==> src/rtl/img_pkg.sv <==
// Shared image-processing definitions: op modes, FSM states, luma weights,
// coordinate width and per-channel arithmetic helpers.
package img_pkg;

  localparam int COORD_W = 11;

  typedef enum logic [1:0] {
    MODE_PASS   = 2'd0,
    MODE_BRIGHT = 2'd1,
    MODE_INVERT = 2'd2,
    MODE_THRESH = 2'd3
  } mode_e;

  typedef enum logic [1:0] {
    ST_IDLE  = 2'd0,
    ST_RUN   = 2'd1,
    ST_DRAIN = 2'd2,
    ST_DONE  = 2'd3
  } state_e;

  localparam logic [15:0] LUMA_WR = 16'd77;
  localparam logic [15:0] LUMA_WG = 16'd150;
  localparam logic [15:0] LUMA_WB = 16'd29;

  typedef struct packed {
    logic [7:0] r;
    logic [7:0] g;
    logic [7:0] b;
  } rgb_t;

  // Add a signed 9-bit offset to an 8-bit channel in 10-bit signed
  // arithmetic and saturate the result to 0..255.
  function automatic logic [7:0] add_clamp(input logic [7:0] ch, input logic [8:0] off);
    logic signed [9:0] w_sum;
    w_sum = $signed({2'b00, ch}) + $signed({off[8], off});
    if (w_sum < 10'sd0) begin
      add_clamp = 8'd0;
    end else if (w_sum > 10'sd255) begin
      add_clamp = 8'd255;
    end else begin
      add_clamp = 8'(w_sum);
    end
  endfunction

  // Weighted luma; the weights sum to 256 so the 16-bit total never
  // overflows and the shifted result always fits 8 bits.
  function automatic logic [7:0] luma(input rgb_t px);
    logic [15:0] w_acc;
    w_acc = LUMA_WR * {8'd0, px.r} + LUMA_WG * {8'd0, px.g} + LUMA_WB * {8'd0, px.b};
    luma  = 8'(w_acc >> 8);
  endfunction

endpackage

==> src/rtl/pixel_op.sv <==
// Combinational per-pixel operator: pass, brightness, invert, threshold.
module pixel_op
  import img_pkg::*;
(
  input  mode_e      i_mode,
  input  logic [8:0] i_offset,
  input  logic [7:0] i_thresh,
  input  rgb_t       i_px,
  output rgb_t       o_px
);

  logic [7:0] w_luma;
  logic [7:0] w_bin;

  // Luma and the resulting binary level are formed for every pixel.
  always_comb begin
    w_luma = luma(i_px);
    if (w_luma >= i_thresh) begin
      w_bin = 8'hFF;
    end else begin
      w_bin = 8'h00;
    end
  end

  // Select the operation requested for this frame.
  always_comb begin
    o_px = i_px;
    case (i_mode)
      MODE_PASS: begin
        o_px = i_px;
      end
      MODE_BRIGHT: begin
        o_px.r = add_clamp(i_px.r, i_offset);
        o_px.g = add_clamp(i_px.g, i_offset);
        o_px.b = add_clamp(i_px.b, i_offset);
      end
      MODE_INVERT: begin
        o_px.r = 8'd255 - i_px.r;
        o_px.g = 8'd255 - i_px.g;
        o_px.b = 8'd255 - i_px.b;
      end
      MODE_THRESH: begin
        o_px.r = w_bin;
        o_px.g = w_bin;
        o_px.b = w_bin;
      end
      default: begin
        o_px = i_px;
      end
    endcase
  end

endmodule

==> src/rtl/pixel_process.sv <==
// Frame-level pixel processor: control FSM, raster counters and a two-stage
// pipeline (input capture, then operator result) feeding the image writer.
module pixel_process
  import img_pkg::*;
#(
  parameter int MAX_WIDTH  = 768,
  parameter int MAX_HEIGHT = 512
) (
  input  logic                HCLK,
  input  logic                HRESETn,
  input  logic                start,
  input  logic [31:0]         width,
  input  logic [31:0]         height,
  input  logic [1:0]          mode,
  input  logic [8:0]          offset,
  input  logic [7:0]          thresh,
  input  logic                in_valid,
  output logic                in_ready,
  input  logic [7:0]          in_r,
  input  logic [7:0]          in_g,
  input  logic [7:0]          in_b,
  output logic [COORD_W-1:0]  row,
  output logic [COORD_W-1:0]  col,
  output logic [7:0]          DATA_WRITE_R,
  output logic [7:0]          DATA_WRITE_G,
  output logic [7:0]          DATA_WRITE_B,
  output logic                out_valid,
  output logic                busy,
  output logic                frame_done
);

  state_e               r_state;
  state_e               w_next_state;

  logic [COORD_W-1:0]   r_width;
  logic [COORD_W-1:0]   r_height;
  mode_e                r_mode;
  logic [8:0]           r_offset;
  logic [7:0]           r_thresh;

  logic [COORD_W-1:0]   r_in_row;
  logic [COORD_W-1:0]   r_in_col;

  logic                 r_s1_valid;
  rgb_t                 r_s1_px;
  logic [COORD_W-1:0]   r_s1_row;
  logic [COORD_W-1:0]   r_s1_col;

  logic                 r_out_valid;
  rgb_t                 r_out_px;
  logic [COORD_W-1:0]   r_out_row;
  logic [COORD_W-1:0]   r_out_col;
  logic                 r_frame_done;

  logic                 w_in_ready;
  logic                 w_busy;
  logic                 w_accept;
  logic                 w_start_ok;
  logic                 w_size_bad;
  logic                 w_col_last;
  logic                 w_last_beat;
  rgb_t                 w_op_px;

  assign w_start_ok  = (r_state == ST_IDLE) && start;
  assign w_size_bad  = (width == 32'd0) || (width > 32'(MAX_WIDTH)) ||
                       (height == 32'd0) || (height > 32'(MAX_HEIGHT));
  assign w_accept    = in_valid && w_in_ready;
  assign w_col_last  = (r_in_col == (r_width - 11'd1));
  assign w_last_beat = w_accept && w_col_last && (r_in_row == (r_height - 11'd1));

  // State register.
  always_ff @(posedge HCLK) begin
    if (!HRESETn) begin
      r_state <= ST_IDLE;
    end else begin
      r_state <= w_next_state;
    end
  end

  // Next-state logic; start is only looked at in IDLE.
  always_comb begin
    w_next_state = r_state;
    case (r_state)
      ST_IDLE: begin
        if (start) begin
          if (w_size_bad) begin
            w_next_state = ST_DONE;
          end else begin
            w_next_state = ST_RUN;
          end
        end else begin
          w_next_state = ST_IDLE;
        end
      end
      ST_RUN: begin
        if (w_last_beat) begin
          w_next_state = ST_DRAIN;
        end else begin
          w_next_state = ST_RUN;
        end
      end
      ST_DRAIN: begin
        // Nothing enters stage 1 here, and its last beat moves into the
        // output register on this edge, so one cycle empties the pipe.
        w_next_state = ST_DONE;
      end
      ST_DONE: begin
        w_next_state = ST_IDLE;
      end
      default: begin
        w_next_state = ST_IDLE;
      end
    endcase
  end

  // State-decoded handshake and status outputs.
  always_comb begin
    w_in_ready = 1'b0;
    w_busy     = 1'b0;
    case (r_state)
      ST_IDLE: begin
        w_in_ready = 1'b0;
        w_busy     = 1'b0;
      end
      ST_RUN: begin
        w_in_ready = 1'b1;
        w_busy     = 1'b1;
      end
      ST_DRAIN, ST_DONE: begin
        w_in_ready = 1'b0;
        w_busy     = 1'b1;
      end
      default: begin
        w_in_ready = 1'b0;
        w_busy     = 1'b0;
      end
    endcase
  end

  // Frame configuration captured when a start is honoured.
  always_ff @(posedge HCLK) begin
    if (!HRESETn) begin
      r_width  <= 11'd0;
      r_height <= 11'd0;
      r_mode   <= MODE_PASS;
      r_offset <= 9'd0;
      r_thresh <= 8'd0;
    end else if (w_start_ok) begin
      r_width  <= width[COORD_W-1:0];
      r_height <= height[COORD_W-1:0];
      r_mode   <= mode_e'(mode);
      r_offset <= offset;
      r_thresh <= thresh;
    end
  end

  // Raster counters for the accepted input stream.
  always_ff @(posedge HCLK) begin
    if (!HRESETn) begin
      r_in_row <= 11'd0;
      r_in_col <= 11'd0;
    end else if (w_start_ok) begin
      r_in_row <= 11'd0;
      r_in_col <= 11'd0;
    end else if (w_accept) begin
      if (w_col_last) begin
        r_in_col <= 11'd0;
        r_in_row <= r_in_row + 11'd1;
      end else begin
        r_in_col <= r_in_col + 11'd1;
      end
    end
  end

  // Stage 1: capture the accepted beat with its coordinate.
  always_ff @(posedge HCLK) begin
    if (!HRESETn) begin
      r_s1_valid <= 1'b0;
      r_s1_px    <= '0;
      r_s1_row   <= 11'd0;
      r_s1_col   <= 11'd0;
    end else begin
      r_s1_valid <= w_accept;
      if (w_accept) begin
        r_s1_px  <= {in_r, in_g, in_b};
        r_s1_row <= r_in_row;
        r_s1_col <= r_in_col;
      end
    end
  end

  pixel_op u_pixel_op (
    .i_mode   (r_mode),
    .i_offset (r_offset),
    .i_thresh (r_thresh),
    .i_px     (r_s1_px),
    .o_px     (w_op_px)
  );

  // Stage 2: register the processed pixel; data and coordinate hold when idle.
  always_ff @(posedge HCLK) begin
    if (!HRESETn) begin
      r_out_valid <= 1'b0;
      r_out_px    <= '0;
      r_out_row   <= 11'd0;
      r_out_col   <= 11'd0;
    end else begin
      r_out_valid <= r_s1_valid;
      if (r_s1_valid) begin
        r_out_px  <= w_op_px;
        r_out_row <= r_s1_row;
        r_out_col <= r_s1_col;
      end
    end
  end

  // Completion pulse follows the DONE cycle, after the final output beat.
  always_ff @(posedge HCLK) begin
    if (!HRESETn) begin
      r_frame_done <= 1'b0;
    end else begin
      r_frame_done <= (r_state == ST_DONE);
    end
  end

  assign in_ready     = w_in_ready;
  assign busy         = w_busy;
  assign out_valid    = r_out_valid;
  assign row          = r_out_row;
  assign col          = r_out_col;
  assign DATA_WRITE_R = r_out_px.r;
  assign DATA_WRITE_G = r_out_px.g;
  assign DATA_WRITE_B = r_out_px.b;
  assign frame_done   = r_frame_done;

endmodule

==> config.mk <==
export PLATFORM = sky130hd
export DESIGN_NAME = pixel_process
export DESIGN_NICKNAME = d
export VERILOG_FILES = /design/src/rtl/img_pkg.sv /design/src/rtl/pixel_op.sv /design/src/rtl/pixel_process.sv
export SDC_FILE = /design/constraint.sdc
export NUM_CORES = 1
export LEC_CHECK = 0
export CORE_MARGIN = 5
export CORE_UTILIZATION = 57
export CTS_CLUSTER_DIAMETER = 200
export CTS_CLUSTER_SIZE = 28
export DETAILED_ROUTE_END_ITERATION = 10
export PLACE_DENSITY = 0.82
export SYNTH_ARGS = -nofsm -noshare
export SYNTH_HDL_FRONTEND = slang
export SYNTH_HIERARCHICAL = 1
export SYNTH_SLANG_ARGS = --single-unit
==> constraint.sdc <==
create_clock -name HCLK -period 10.75 [get_ports HCLK]
set_input_delay 3.225 -clock HCLK [delete_from_list [all_inputs] [get_ports HCLK]]
set_output_delay 3.225 -clock HCLK [all_outputs]
set_load 0.1 [all_outputs]
==> results of run 1 <==
## flip-flops by register name, indices dropped and copies added (netlist names), 9 cells and up
signal and cells:
r_offset 9, row 11, r_s1_px 24, r_in_row 11, r_s1_row 11, r_width 11
r_height 11, col 11, r_s1_col 11, r_in_col 11
## cells by family (layout without fill, tap and decap cells)
family,count (synthesis),count (layout),synth area share
adder cells (fa/ha/maj),178,178,0.222
AO/OA/AOI/OAI,263,263,0.155
flip-flops,160,160,0.267
AND/OR/NAND/NOR,464,464,0.185
multiplexers,52,52,0.0444
XOR/XNOR,94,94,0.0685
buffers and inverters,187,319,0.0593
## placed cells by master (no fill, tap or decap), types with 25 or more instances in the layout
cell type,Yosys,final
sky130_fd_sc_hd__xnor2_1,59,59
sky130_fd_sc_hd__nor4_1,25,25
sky130_fd_sc_hd__a21oi_1,44,44
sky130_fd_sc_hd__clkdlybuf4s50_1,0,159
sky130_fd_sc_hd__mux2i_1,51,51
sky130_fd_sc_hd__nand2_1,210,209
sky130_fd_sc_hd__nor2_1,60,60
sky130_fd_sc_hd__inv_1,120,120
sky130_fd_sc_hd__fa_1,58,58
sky130_fd_sc_hd__xor2_1,35,35
sky130_fd_sc_hd__ha_1,120,120
sky130_fd_sc_hd__nor2b_1,53,53
sky130_fd_sc_hd__o21ai_0,29,29
sky130_fd_sc_hd__dfxtp_1,160,159
sky130_fd_sc_hd__a21boi_0,92,92
## worst min path at each step
stage	start	end	slack (ps)	cells after the start
2_1_floorplan	r_s1_col[0]	r_s1_col[0]	440	2
3_3_place_gp	r_s1_col[0]	r_s1_col[0]	460	2
3_5_place_dp	r_s1_row[1]	r_s1_row[1]	460	2
4_1_cts	r_s1_row[1]	r_s1_row[1]	470	2
5_1_grt	r_s1_col[8]	r_s1_col[8]	490	2
6_report	r_thresh[3]	r_thresh[3]	470	2
## worst max-delay path, delay by kind of cell, from the launching register on
kind | cells | cell delay, ps
adder cells (fa/ha/maj) | 11 | 4120
XOR/XNOR | 2 | 270
multiplexers | 1 | 190
flip-flops | 1 | 550
AO/OA/AOI/OAI | 11 | 2510
AND/OR/NAND/NOR | 6 | 920
buffers and inverters | 4 | 210
## metrics by stage
stage          hold WS (ps)  total power, mW  area (um^2)  setup slack [ps]   util
2_1_floorplan           443             1.05        12000              3160      -
3_3_place_gp            459             1.19        13700              2420  0.658
3_5_place_dp            461             1.21        13700              2080  0.658
4_1_cts                 471             1.84        14400              1990  0.688
5_1_grt                 492             1.94        14400              1310  0.688
6_report                468             1.83        14400              1860  0.688
## layer usage
metal  up-vias  global-route usage
met3        76              0.0509
met5         -                   0
met4         0               0.123
li1       5005                   -
met2       392               0.452
met1      4879               0.325
## layout make-up
type / count / area share
inverters: 120 / 0.0314
clock inverters: 15 / 0.0130
flip-flops and latches: 160 / 0.223
well taps: 275 / 0.0240
clock buffers: 17 / 0.0296
repair buffers: 167 / 0.115
multi-input cells: 1051 / 0.564
## report_power, final
part,switching (mW),internal [mW]
clock,0.290,0.336
sequential,0.0459,0.613
combinational,0.306,0.238
==> results.txt, run 1 <==
The maximum count of clock buffers along a single path is 2. The biggest fanout along the worst timing path is 9. The fraction of synthesis flops using an asynchronous set or reset pin is 0. The pin count of the biggest net entering global routing is 139. The antenna diode instance count is 0. The tree is rooted in a sky130_fd_sc_hd__clkbuf_16. After synthesis the netlist holds a flip-flop and latch count of 160.

The first global-routing pass estimated 51.7 mm of wire. The number of flops mapped to enable cells by yosys came out at 0. The deepest level of the CTS H-tree came out at 4. Measured along the x axis, the die boundary spans 155 um. The synthesized area per cell came out at 8.59 um^2. The post-synthesis cell type count is 69.

By instance count, the cell type seen most on the critical path is sky130_fd_sc_hd__ha_1. The critical path starts at r_s1_px[11]. Summed over all layers, the routed wires come to 31.5 mm.

The row count is 53. The run finished with clean final reports. Of the synthesized area, sequential elements account for 0.267. The length of the first detailed-routing pass in iterations came out at 5. The aggregate global-route resource usage is 0.265. The remaining routing DRC violations came out at 0. The last element of the critical path is DATA_WRITE_B[4]. The detail route stage leaves a number of antenna-violating nets equal to 0.

The worst register-to-register path ends at DATA_WRITE_B[4]. The biggest cell delay along the critical path came out at 550 ps. The number of cells on the worst reg-to-reg path came out at 35. The total of cells resized after clock tree synthesis came out at 0.

The number of standard cells after synthesis came out at 1398. Of the available clock period, the critical path in the final layout requires 0.827. The count of buffers from port buffering came out at 160. Ranked by instance count, the synthesized netlist is headed by 210 x sky130_fd_sc_hd__nand2_1, 160 x sky130_fd_sc_hd__dfxtp_1, 120 x sky130_fd_sc_hd__ha_1, 120 x sky130_fd_sc_hd__inv_1, 92 x sky130_fd_sc_hd__a21boi_0.

By area the synthesized netlist is led by sky130_fd_sc_hd__dfxtp_1 27%, sky130_fd_sc_hd__ha_1 13%, sky130_fd_sc_hd__fa_1 9.7%. Across the run, the number of max-cap violations was 0. Setup repair after global routing left no endpoint under its margin.

For this configuration, the core starts out at a cell density of 0.575. The setup violation total in the final timing report is 0. The critical path is of the reg2reg type. The wire length on met3 came out at 2.19 mm. In this run the worst hold path is classified as reg2reg. The total overflow reported by the global router came out at 0. The share of synthesized area in the top cell type comes to 0.267. Synthesis produced a netlist with a net count of 1687.

The leakage power is 6.00 nW. The height of the chip came out at 155 um. The mean routed wirelength per cell is 17.5 um.

161 I/O pins were placed. STA classifies the critical path endpoint as a flip-flop. The worst setup path is launched from a flip-flop.

Excluding fillers, the count of instances in the completed layout stands at 1805. The most common cell in the netlist is sky130_fd_sc_hd__nand2_1. The number of buffers created by CTS came out at 17. The initial antenna violation count is 0.

The fraction of layout instances using a drive strength above 1 is 0.0405. The reg-to-reg startpoint is r_s1_px[11]. The fill cell total of the finished layout came out at 1651.

For the worst setup path, the data required time is 11080 ps. The number of global-route vias before repair is 10400. The met1 routed wirelength after detailed routing is 12.8 mm. The multi-input combinational cells in the finished layout cover a total of 0.00810 mm^2. For the final routed database, the setup TNS stands at 0 ps. The clock-pin slew on the worst setup and hold paths came out at 70 ps. The worst-case clock skew came out at 9.72 ps.

The net count of the finished layout is 1806. The met2 wire length is 15.3 mm. The total number of yosys warnings came out at 6. The slew at the pin closest to its max-slew limit is 1160 ps.

Dividing total power by cell area gives a power density of 127 mW/mm^2. Measured against its own limit, the worst slew margin works out to 0.229. The sequential cell area is 0.00320 mm^2.

The total via count in the routed design is 10400. IR analysis of the VDD net gives a maximum drop of 0.112 mV. The signal arrival time at the worst endpoint came out at 9220 ps. The final number of max-transition violations is 0. The area overhead of the layout relative to synthesis came out at 19.6%.

The largest individual stage delay along the critical path comes from the cell sky130_fd_sc_hd__dfxtp_1. In the synthesized netlist the dominant register cell turns out to be sky130_fd_sc_hd__dfxtp_1. The final weighted congestion in routability-driven placement is 0.884. The maximum achievable frequency is 112 MHz. TritonCTS built the clock tree. The post-synthesis instance area is 0.0120 mm^2.

The detailed placement HPWL is 23.4 mm. The clock network latency to the later pin of the worst-skew pair is 440 ps. The flop-to-flop setup slack came out at 1860 ps. The routed design could run at a clock period as short as 8890 ps. Dividing the detail-routed via count by the number of cells gives 5.74. The total number of clock tree sinks came out at 160.

The quantity of hold-fixing buffers added after cts came out at 0. The number of hold-slack violations in the final timing report came to 0. Routed signal wires occupy layers up through met4. The number of buffers inserted by post-CTS setup repair is 0. The die area is 0.0241 mm^2. Including well taps, the total number of placed cells is 1773. The area of the placeable core came out at 0.0209 mm^2.

The first routing iteration left 712 violations. The biggest area contributor in the post-synthesis netlist is sky130_fd_sc_hd__dfxtp_1.
Note: power is estimated with default switching activity, not from simulation.
==> run 2: changes to the inputs <==
==> constraint.sdc (replaced) <==
create_clock -name HCLK -period 8.9 [get_ports HCLK]
set_input_delay 2.67 -clock HCLK [delete_from_list [all_inputs] [get_ports HCLK]]
set_output_delay 2.67 -clock HCLK [all_outputs]
set_load 0.1 [all_outputs]
==> run 2 against run 1 <==
Global-route usage is 0.12 points lower. Die area stayed put. Register-to-register slack worse by 1300 ps. Count of clock-buffer cells in the layout is 2 higher. Critical path depth stayed put. Hold slack hardly changed.
==> results.txt, run 2 (synthesis gave the netlist of run 1 again) <==
The run finished with clean final reports. The overall power came out at 2.16 mW (+18%). The clock-pin slew on the worst setup and hold paths is 70 ps (about the same). The slew at the pin closest to its max-slew limit came out at 1150 ps (-7.11 ps).

The number of global-route vias before repair is 10600 (+1.4%). The total overflow reported by the global router is 0 (unchanged). The setup violation total in the final timing report is 0 (unchanged). The number of DRC violations after detailed-routing iteration 0 came out at 618 (-13%). The maximum count of clock buffers along a single path came to 2 (unchanged). The fraction of layout instances using a drive strength above 1 is 0.0462 (+0.00570). Broken down by cell family, the worst path's largest delay share belongs to adder cells. The share of the cycle needed by the critical path after routing came out at 0.935 (+0.107).

The maximum achievable frequency came out at 120 MHz (+6.9%). The largest voltage drop on the vdd net came out at 0.136 mV (+21%). The total via count in the routed design was 10400 (+0.048%). CTS placed an instance of sky130_fd_sc_hd__clkbuf_16 at the clock tree root. The final number of max-transition violations came out at 0 (unchanged). The total number of clock tree sinks came out at 160 (unchanged). The total of max-cap violations was 0 (unchanged). The number of buffers created by CTS is 17 (unchanged). The signal arrival time at the worst endpoint came to 8640 ps (-580 ps). The number of hold-slack violations in the final timing report is 0 (unchanged).

The library cell used most frequently in the layout, excluding fill and tap cells, is sky130_fd_sc_hd__nand2_1. The time the worst path needs with I/O delays and setup was 8320 ps (-576 ps). The number of flip-flops in the largest register was 24 (unchanged).

The number of ports placed on the die boundary was 161 (unchanged). The row count came out at 53 (unchanged). The aggregate global-route resource usage is 0.264 (-0.00118). The horizontal extent of the die is 155 um (unchanged). Ranked by flip-flop count, first place goes to r_s1_px. The library cells used most frequently in the layout, excluding fill and tap cells, are 208 x sky130_fd_sc_hd__nand2_1, 159 x sky130_fd_sc_hd__clkdlybuf4s50_1, 158 x sky130_fd_sc_hd__dfxtp_1, 120 x sky130_fd_sc_hd__inv_1, 120 x sky130_fd_sc_hd__ha_1. The biggest cell delay along the critical path is 550 ps (about the same). The wire length of the first global-routing pass came out at 51.4 mm (-0.55%). STA classifies the critical path endpoint as a flip-flop.

The area of the placeable core is 0.0209 mm^2 (unchanged). The remaining routing DRC violations is 0 (unchanged). The number of nets with antenna violations after routing is 0 (unchanged). The initial antenna violation count is 0 (unchanged). The leakage power is 6.00 nW (about the same). The count of buffers from port buffering is 160 (unchanged). Setup repair after global routing left no endpoint under its margin. The length of the first detailed-routing pass in iterations came to 6 (+1). The kind of start point of the critical path is a flip-flop. The sum of negative setup slack came out at 0 ps (unchanged). The power density relative to cell area came to 151 mW/mm^2 (+18%). On the critical path, the stage with the largest delay is an instance of sky130_fd_sc_hd__fa_1. The pin count of the biggest net entering global routing is 139 (unchanged). The antenna diode instance count is 0 (unchanged). The clock tree from TritonCTS is built.

The critical path required time came out at 9220 ps (-1860 ps). The deepest level of the CTS H-tree is 4 (unchanged). The fill cell total of the finished layout came out at 1670 (+1.2%). The effective utilization at floorplan came out at 0.575 (unchanged). The total routed wirelength was 31.5 mm (-0.15%). The final weighted congestion in routability-driven placement came out at 0.882 (-0.19%). The number of buffers and inverters on the critical path is 6 (+2).

The worst hold path belongs to the class reg2reg. The kind of critical path is reg2reg. The tightest slew margin relative to the limit was 0.233 (+0.00475). The worst-case clock skew is 9.91 ps (+0.189 ps). The detailed placement HPWL came out at 23.5 mm (+0.50%). The most used cell along the critical path is sky130_fd_sc_hd__ha_1. The area overhead of the layout relative to synthesis is 19.6% (about the same).

The net total in the final layout is 1812 (+0.33%). The height of the chip is 155 um (unchanged). The die area is 0.0241 mm^2 (unchanged). The via density per instance is 5.72 (-0.28%). The biggest fanout along the worst timing path was 9 (unchanged). The mean routed wirelength per cell came out at 17.4 um (-0.48%). The hold slack is 467 ps (-0.320 ps). The clock network latency to the later pin of the worst-skew pair was 430 ps (about the same).
-- run 2: repair_timing --
| action | in CTS | in global routing |
|---|---|---|
| hold buffers | 0 | 0 |
| setup endpoints to repair | 0 | 18 |
| gates resized for setup | 0 | 4 |
| hold endpoints to repair | 0 | 0 |
| setup buffers | 0 | 3 |
-- run 2: metrics by stage --
stage	setup WS, ps	instances	utilization	instance area, um^2
5_1_grt	96.0	1811	0.688	14400
6_report	582	1811	0.688	14400
3_5_place_dp	221	1776	0.659	13800
3_3_place_gp	540	1776	0.659	13800
2_1_floorplan	1310	1398	-	12000
4_1_cts	208	1808	0.686	14300
-- run 2: power breakdown --
group	total, mW	leakage (nW)	switching [mW]	internal [mW]
Clock	0.706	0.268	0.331	0.375
Sequential	0.796	1.30	0.0546	0.741
Combinational	0.661	4.43	0.372	0.289
-- run 2: final cells by class --
class | instances | area, um^2 | area share
Sequential cell | 160 | 3210 | 0.223
Inverter | 120 | 450 | 0.0313
Timing Repair Buffer | 173 | 1700 | 0.118
Clock inverter | 13 | 123 | 0.00853
Multi-Input combinational cell | 1051 | 8110 | 0.564
Clock buffer | 19 | 443 | 0.0308
Tap cell | 275 | 344 | 0.0239
-- run 2: worst min-delay path: cells and delay by family, from the launching register on --
family             cells  cell delay (ps)
and+or+nand+nor        1               50
AOI/OAI and AO/OA      1               60
DFF                    1              310
-- run 2: layer usage --
layer,track usage,up-vias,part of all wire,wire [um]
met2,0.468,385,0.49,15300
met3,0.0515,66,0.069,2160
met4,0.109,0,0.037,1160
met5,0,-,0,0
met1,0.313,4888,0.41,12800
li1,-,5018,-,-
-- run 2: path summary, 6_finish.rpt --
path / from / to / slack (ps) / cells past startpoint
max: r_s1_px[14] / DATA_WRITE_B[2] / 580 / 35
min: r_thresh[3] / r_thresh[3] / 470 / 2
max reg2reg: r_s1_px[14] / DATA_WRITE_B[2] / 580 / 35
min reg2reg: r_thresh[3] / r_thresh[3] / 470 / 2
==> run 3: changes to the inputs <==
--- a/config.mk
+++ b/config.mk
@@ -6,12 +6,12 @@
 export NUM_CORES = 1
 export LEC_CHECK = 0
 export CORE_MARGIN = 5
-export CORE_UTILIZATION = 57
+export CORE_UTILIZATION = 61
 export CTS_CLUSTER_DIAMETER = 200
 export CTS_CLUSTER_SIZE = 28
 export DETAILED_ROUTE_END_ITERATION = 10
-export PLACE_DENSITY = 0.82
+export PLACE_DENSITY = 0.88
+export SLEW_MARGIN = 20
 export SYNTH_ARGS = -nofsm -noshare
 export SYNTH_HDL_FRONTEND = slang
-export SYNTH_HIERARCHICAL = 1
 export SYNTH_SLANG_ARGS = --single-unit
==> constraint.sdc (replaced) <==
create_clock -name HCLK -period 10.3 [get_ports HCLK]
set_input_delay 3.09 -clock HCLK [delete_from_list [all_inputs] [get_ports HCLK]]
set_output_delay 3.09 -clock HCLK [all_outputs]
set_load 0.1 [all_outputs]
==> run 3 against run 2 <==
Die area decreased by 10%. Area after synthesis decreased by 4.8%. Power decreased by 14%. Setup slack improved by 1100 ps. Global-route usage increased by 1.6 points. Non-clock buffer count decreased by 5. Synthesized cell count decreased by 3.4%. Design area decreased by 4.1%. Largest power group unchanged. Sequential power decreased by 14%. Core utilization increased by 5.4 points.
==> results.txt, run 3 <==
The total number of yosys warnings is 0 (-6). The largest voltage drop on the vdd net came out at 0.124 mV (-8.3%). The number of nets with antenna violations after routing was 0 (unchanged).

The clock network latency to the later pin of the worst-skew pair is 440 ps (about the same). The slew at the pin closest to its max-slew limit was 1040 ps (-109 ps). The die area is 0.0216 mm^2 (-10%). The library cells used most frequently in the layout, excluding fill and tap cells, are 243 x sky130_fd_sc_hd__nand2_1, 160 x sky130_fd_sc_hd__dfxtp_1, 159 x sky130_fd_sc_hd__clkdlybuf4s50_1, 120 x sky130_fd_sc_hd__ha_1, 118 x sky130_fd_sc_hd__inv_1. The clock-pin slew on the worst setup and hold paths is 70 ps (about the same). The end point of the worst hold path is DATA_WRITE_R[5]. The horizontal extent of the die came out at 147 um (-5.3%). The maximum count of clock buffers along a single path is 2 (unchanged). The launch point of the worst hold path is DATA_WRITE_R[5]. The total of max-cap violations is 0 (unchanged). The number of global-route vias before repair came to 10200 (-3.2%). The tightest min-delay check is of the reg2reg type. The overall power is 1.86 mW (-14%). For this run, the leading register cell type out of synthesis is sky130_fd_sc_hd__dfxtp_1. The post-layout instance area came out at 0.0138 mm^2 (-4.1%). The signal arrival time at the worst endpoint came to 8910 ps (+270 ps). The total overflow reported by the global router was 0 (unchanged).

The area overhead of the layout relative to synthesis came out at 20.5%. The wire length of the first global-routing pass came out at 49.4 mm (-4.0%). The leakage power is 5.89 nW (-1.8%). By area the synthesized netlist is led by sky130_fd_sc_hd__dfxtp_1 28%, sky130_fd_sc_hd__ha_1 13%, sky130_fd_sc_hd__fa_1 10%.

The row count came to 50 (-5.7%). The mean routed wirelength per cell is 17.8 um (+2.7%). The number of hold-slack violations in the final timing report came out at 0 (unchanged).

The number of buffers created by CTS is 17 (unchanged). The flow ran to the end, and the final reports show no timing, DRC or antenna violations. The height of the chip is 147 um (-5.3%). The setup violation total in the final timing report came out at 0 (unchanged).

The total number of clock tree sinks is 160 (unchanged). The flip-flop and latch count after synthesis came to 160 (unchanged). The total via count in the routed design came to 10200 (-1.5%). The critical path required time is 10630 ps (+1410 ps).

TritonCTS built the clock tree. The cell type group with the largest total delay on the critical path is adder cells. The time the worst path needs with I/O delays and setup came out at 8580 ps (+259 ps). Setup repair after global routing left no endpoint under its margin. The flop-to-flop setup slack was 1720 ps (+1140 ps).

The fill cell total of the finished layout came out at 1322 (-21%). The count of buffers from port buffering is 160 (unchanged). The sequential cell area is 0.00320 mm^2 (about the same). The net total in the final layout is 1768 (-2.4%). The biggest cell delay along the critical path is 570 ps (+20 ps). The number of ports placed on the die boundary came out at 161 (unchanged). The number of buffers inserted by post-CTS setup repair is 0 (unchanged). The initial antenna violation count came out at 1 (+1). The instance count along the most critical hold path was 2 (unchanged). The most common cell after layout, fill and taps aside is sky130_fd_sc_hd__nand2_1. The final weighted congestion in routability-driven placement was 0.895 (+1.4%).

The cell with the largest stage delay on the worst path is sky130_fd_sc_hd__fa_1. The fraction of layout instances using a drive strength above 1 is 0.0395 (-0.00668). The quantity of hold-fixing buffers added after cts is 0 (unchanged). The portion of the post-synthesis area used by sequential elements came out at 0.280 (+0.0134). The maximum achievable frequency came out at 117 MHz (-3.0%). The biggest fanout along the worst timing path is 20 (+11).

The placed standard-cell area was 0.0132 mm^2 (-4.4%). The power density relative to cell area was 135 mW/mm^2 (-10%). The deepest level of the CTS H-tree is 4 (unchanged).

The number of DRC violations after detailed-routing iteration 0 came to 819 (+33%). The tightest slew margin relative to the limit came to 0.305 (+0.0717). The worst setup path is captured at a flip-flop.

The area of the placeable core is 0.0186 mm^2 (-11%). The footprint of the multi-input gates is 0.00756 mm^2 (-6.7%). By instance count, the cell type seen most on the critical path is sky130_fd_sc_hd__ha_1. The tree is rooted in a sky130_fd_sc_hd__clkbuf_16.

The final number of max-transition violations came out at 0 (unchanged). The detailed placement HPWL came to 23.0 mm (-1.9%). By count the netlist is led by 243 x sky130_fd_sc_hd__nand2_1, 160 x sky130_fd_sc_hd__dfxtp_1, 120 x sky130_fd_sc_hd__ha_1.

The number of buffers and inverters on the critical path came to 5 (-1). The area fraction of the dominant cell type after synthesis came to 0.280 (+0.0134). The fraction of synthesis flops using an asynchronous set or reset pin is 0 (unchanged).

The number of flops mapped to enable cells by yosys is 0 (unchanged). The number of cells on the worst reg-to-reg path is 35 (unchanged). The worst-case clock skew was 7.97 ps (-1.93 ps). The synthesized area per cell is 8.47 um^2 (-1.4%). The via density per instance is 5.91 (+3.3%). The antenna diode instance count came to 0 (unchanged). The number of flip-flops in the largest register came out at 24 (unchanged). The pin count of the biggest net entering global routing came out at 72 (-48%). The net count of the mapped netlist is 1639 (-2.8%). The total of cells resized after clock tree synthesis was 0 (unchanged). The aggregate global-route resource usage came out at 0.280 (+0.0157). The worst setup path is launched from a flip-flop. The share of the cycle needed by the critical path after routing is 0.833 (-0.102). The most common cell in the netlist is sky130_fd_sc_hd__nand2_1.

The effective utilization at floorplan is 0.615 (+0.0405). The startpoint identified for the worst register-to-register timing path is r_s1_px[13]. Counting flops per register, the top entry is r_s1_px. The post-synthesis cell type count came out at 59 (-14%).

The length of the first detailed-routing pass in iterations was 7 (+1). Of all cell types, the one taking the most synthesized area is sky130_fd_sc_hd__dfxtp_1. The total routed wirelength came out at 30.8 mm (-2.1%). The sum of negative setup slack was 0 ps (unchanged). The number of standard cells after synthesis is 1350 (-3.4%). The kind of critical path is reg2reg. The core utilization of the finished layout came out at 0.741 (+0.0535). The count of cell instances traversed by the critical path came to 35 (unchanged).

The end of the worst register-to-register path is DATA_WRITE_R[2]. The post-synthesis instance area came out at 0.0114 mm^2 (-4.8%). The remaining routing DRC violations came out at 0 (unchanged).
run 3: power by group:
group / internal (mW) / switching (mW) / total (mW)
Clock: 0.349 / 0.304 / 0.653
Sequential: 0.640 / 0.0422 / 0.682
Combinational: 0.231 / 0.296 / 0.527
Total: 1.22 / 0.642 / 1.86
run 3: kinds of logic after synthesis:
group                      after synthesis  share of synthesized area
muxes                                   27                     0.0237
xor gates and xnor gates                72                     0.0551
DFF                                    160                      0.280
AOI/OAI and AO/OA                      276                      0.166
buffers and inverters                  176                     0.0585
and+or+nand+nor                        461                      0.183
adders and majority gates              178                      0.233
run 3: how the worst max path moves through the flow:
stage	from	endpoint	slack [ps]
3_3_place_gp	r_s1_px[14]	DATA_WRITE_R[2]	2030
4_1_cts	r_s1_px[13]	DATA_WRITE_R[2]	1790
5_1_grt	r_s1_px[13]	DATA_WRITE_R[2]	1250
2_1_floorplan	r_s1_px[12]	DATA_WRITE_B[7]	2500
6_report	r_s1_px[13]	DATA_WRITE_R[2]	1720
3_5_place_dp	r_s1_px[14]	DATA_WRITE_R[2]	1840
run 3: worst min-delay path, stage by stage, from the launching register on:
cell,delay [ps]
sky130_fd_sc_hd__dfxtp_1,330
sky130_fd_sc_hd__nand2_1,50
sky130_fd_sc_hd__o21ai_0,60
run 3: cell type report:
type | instances | area share
clock inverters | 15 | 0.0138
clock buffers | 17 | 0.0309
multi-input cells | 1014 | 0.549
repair buffers | 168 | 0.120
well taps | 234 | 0.0213
flip-flops and latches | 160 | 0.233
inverters | 118 | 0.0322
run 3: per-stage QoR:
| step | hold slack [ps] | setup slack (ps) | std cells |
|---|---|---|---|
| final | 460 | 1720 | 1726 |
| after global routing | 486 | 1250 | 1726 |
| after CTS | 468 | 1790 | 1726 |
| after detailed placement | 452 | 1840 | 1694 |
| after global placement | 437 | 2030 | 1694 |
| after floorplan | 443 | 2500 | 1350 |
run 3: routing by layer:
metal  global-route usage  vias up  routed length, um
met5                    0        -                 20
met4                0.124        2               1280
met3               0.0561       97               2270
met2                0.485      419              15000
met1                0.337     4851              12300
li1                     -     4832                  -
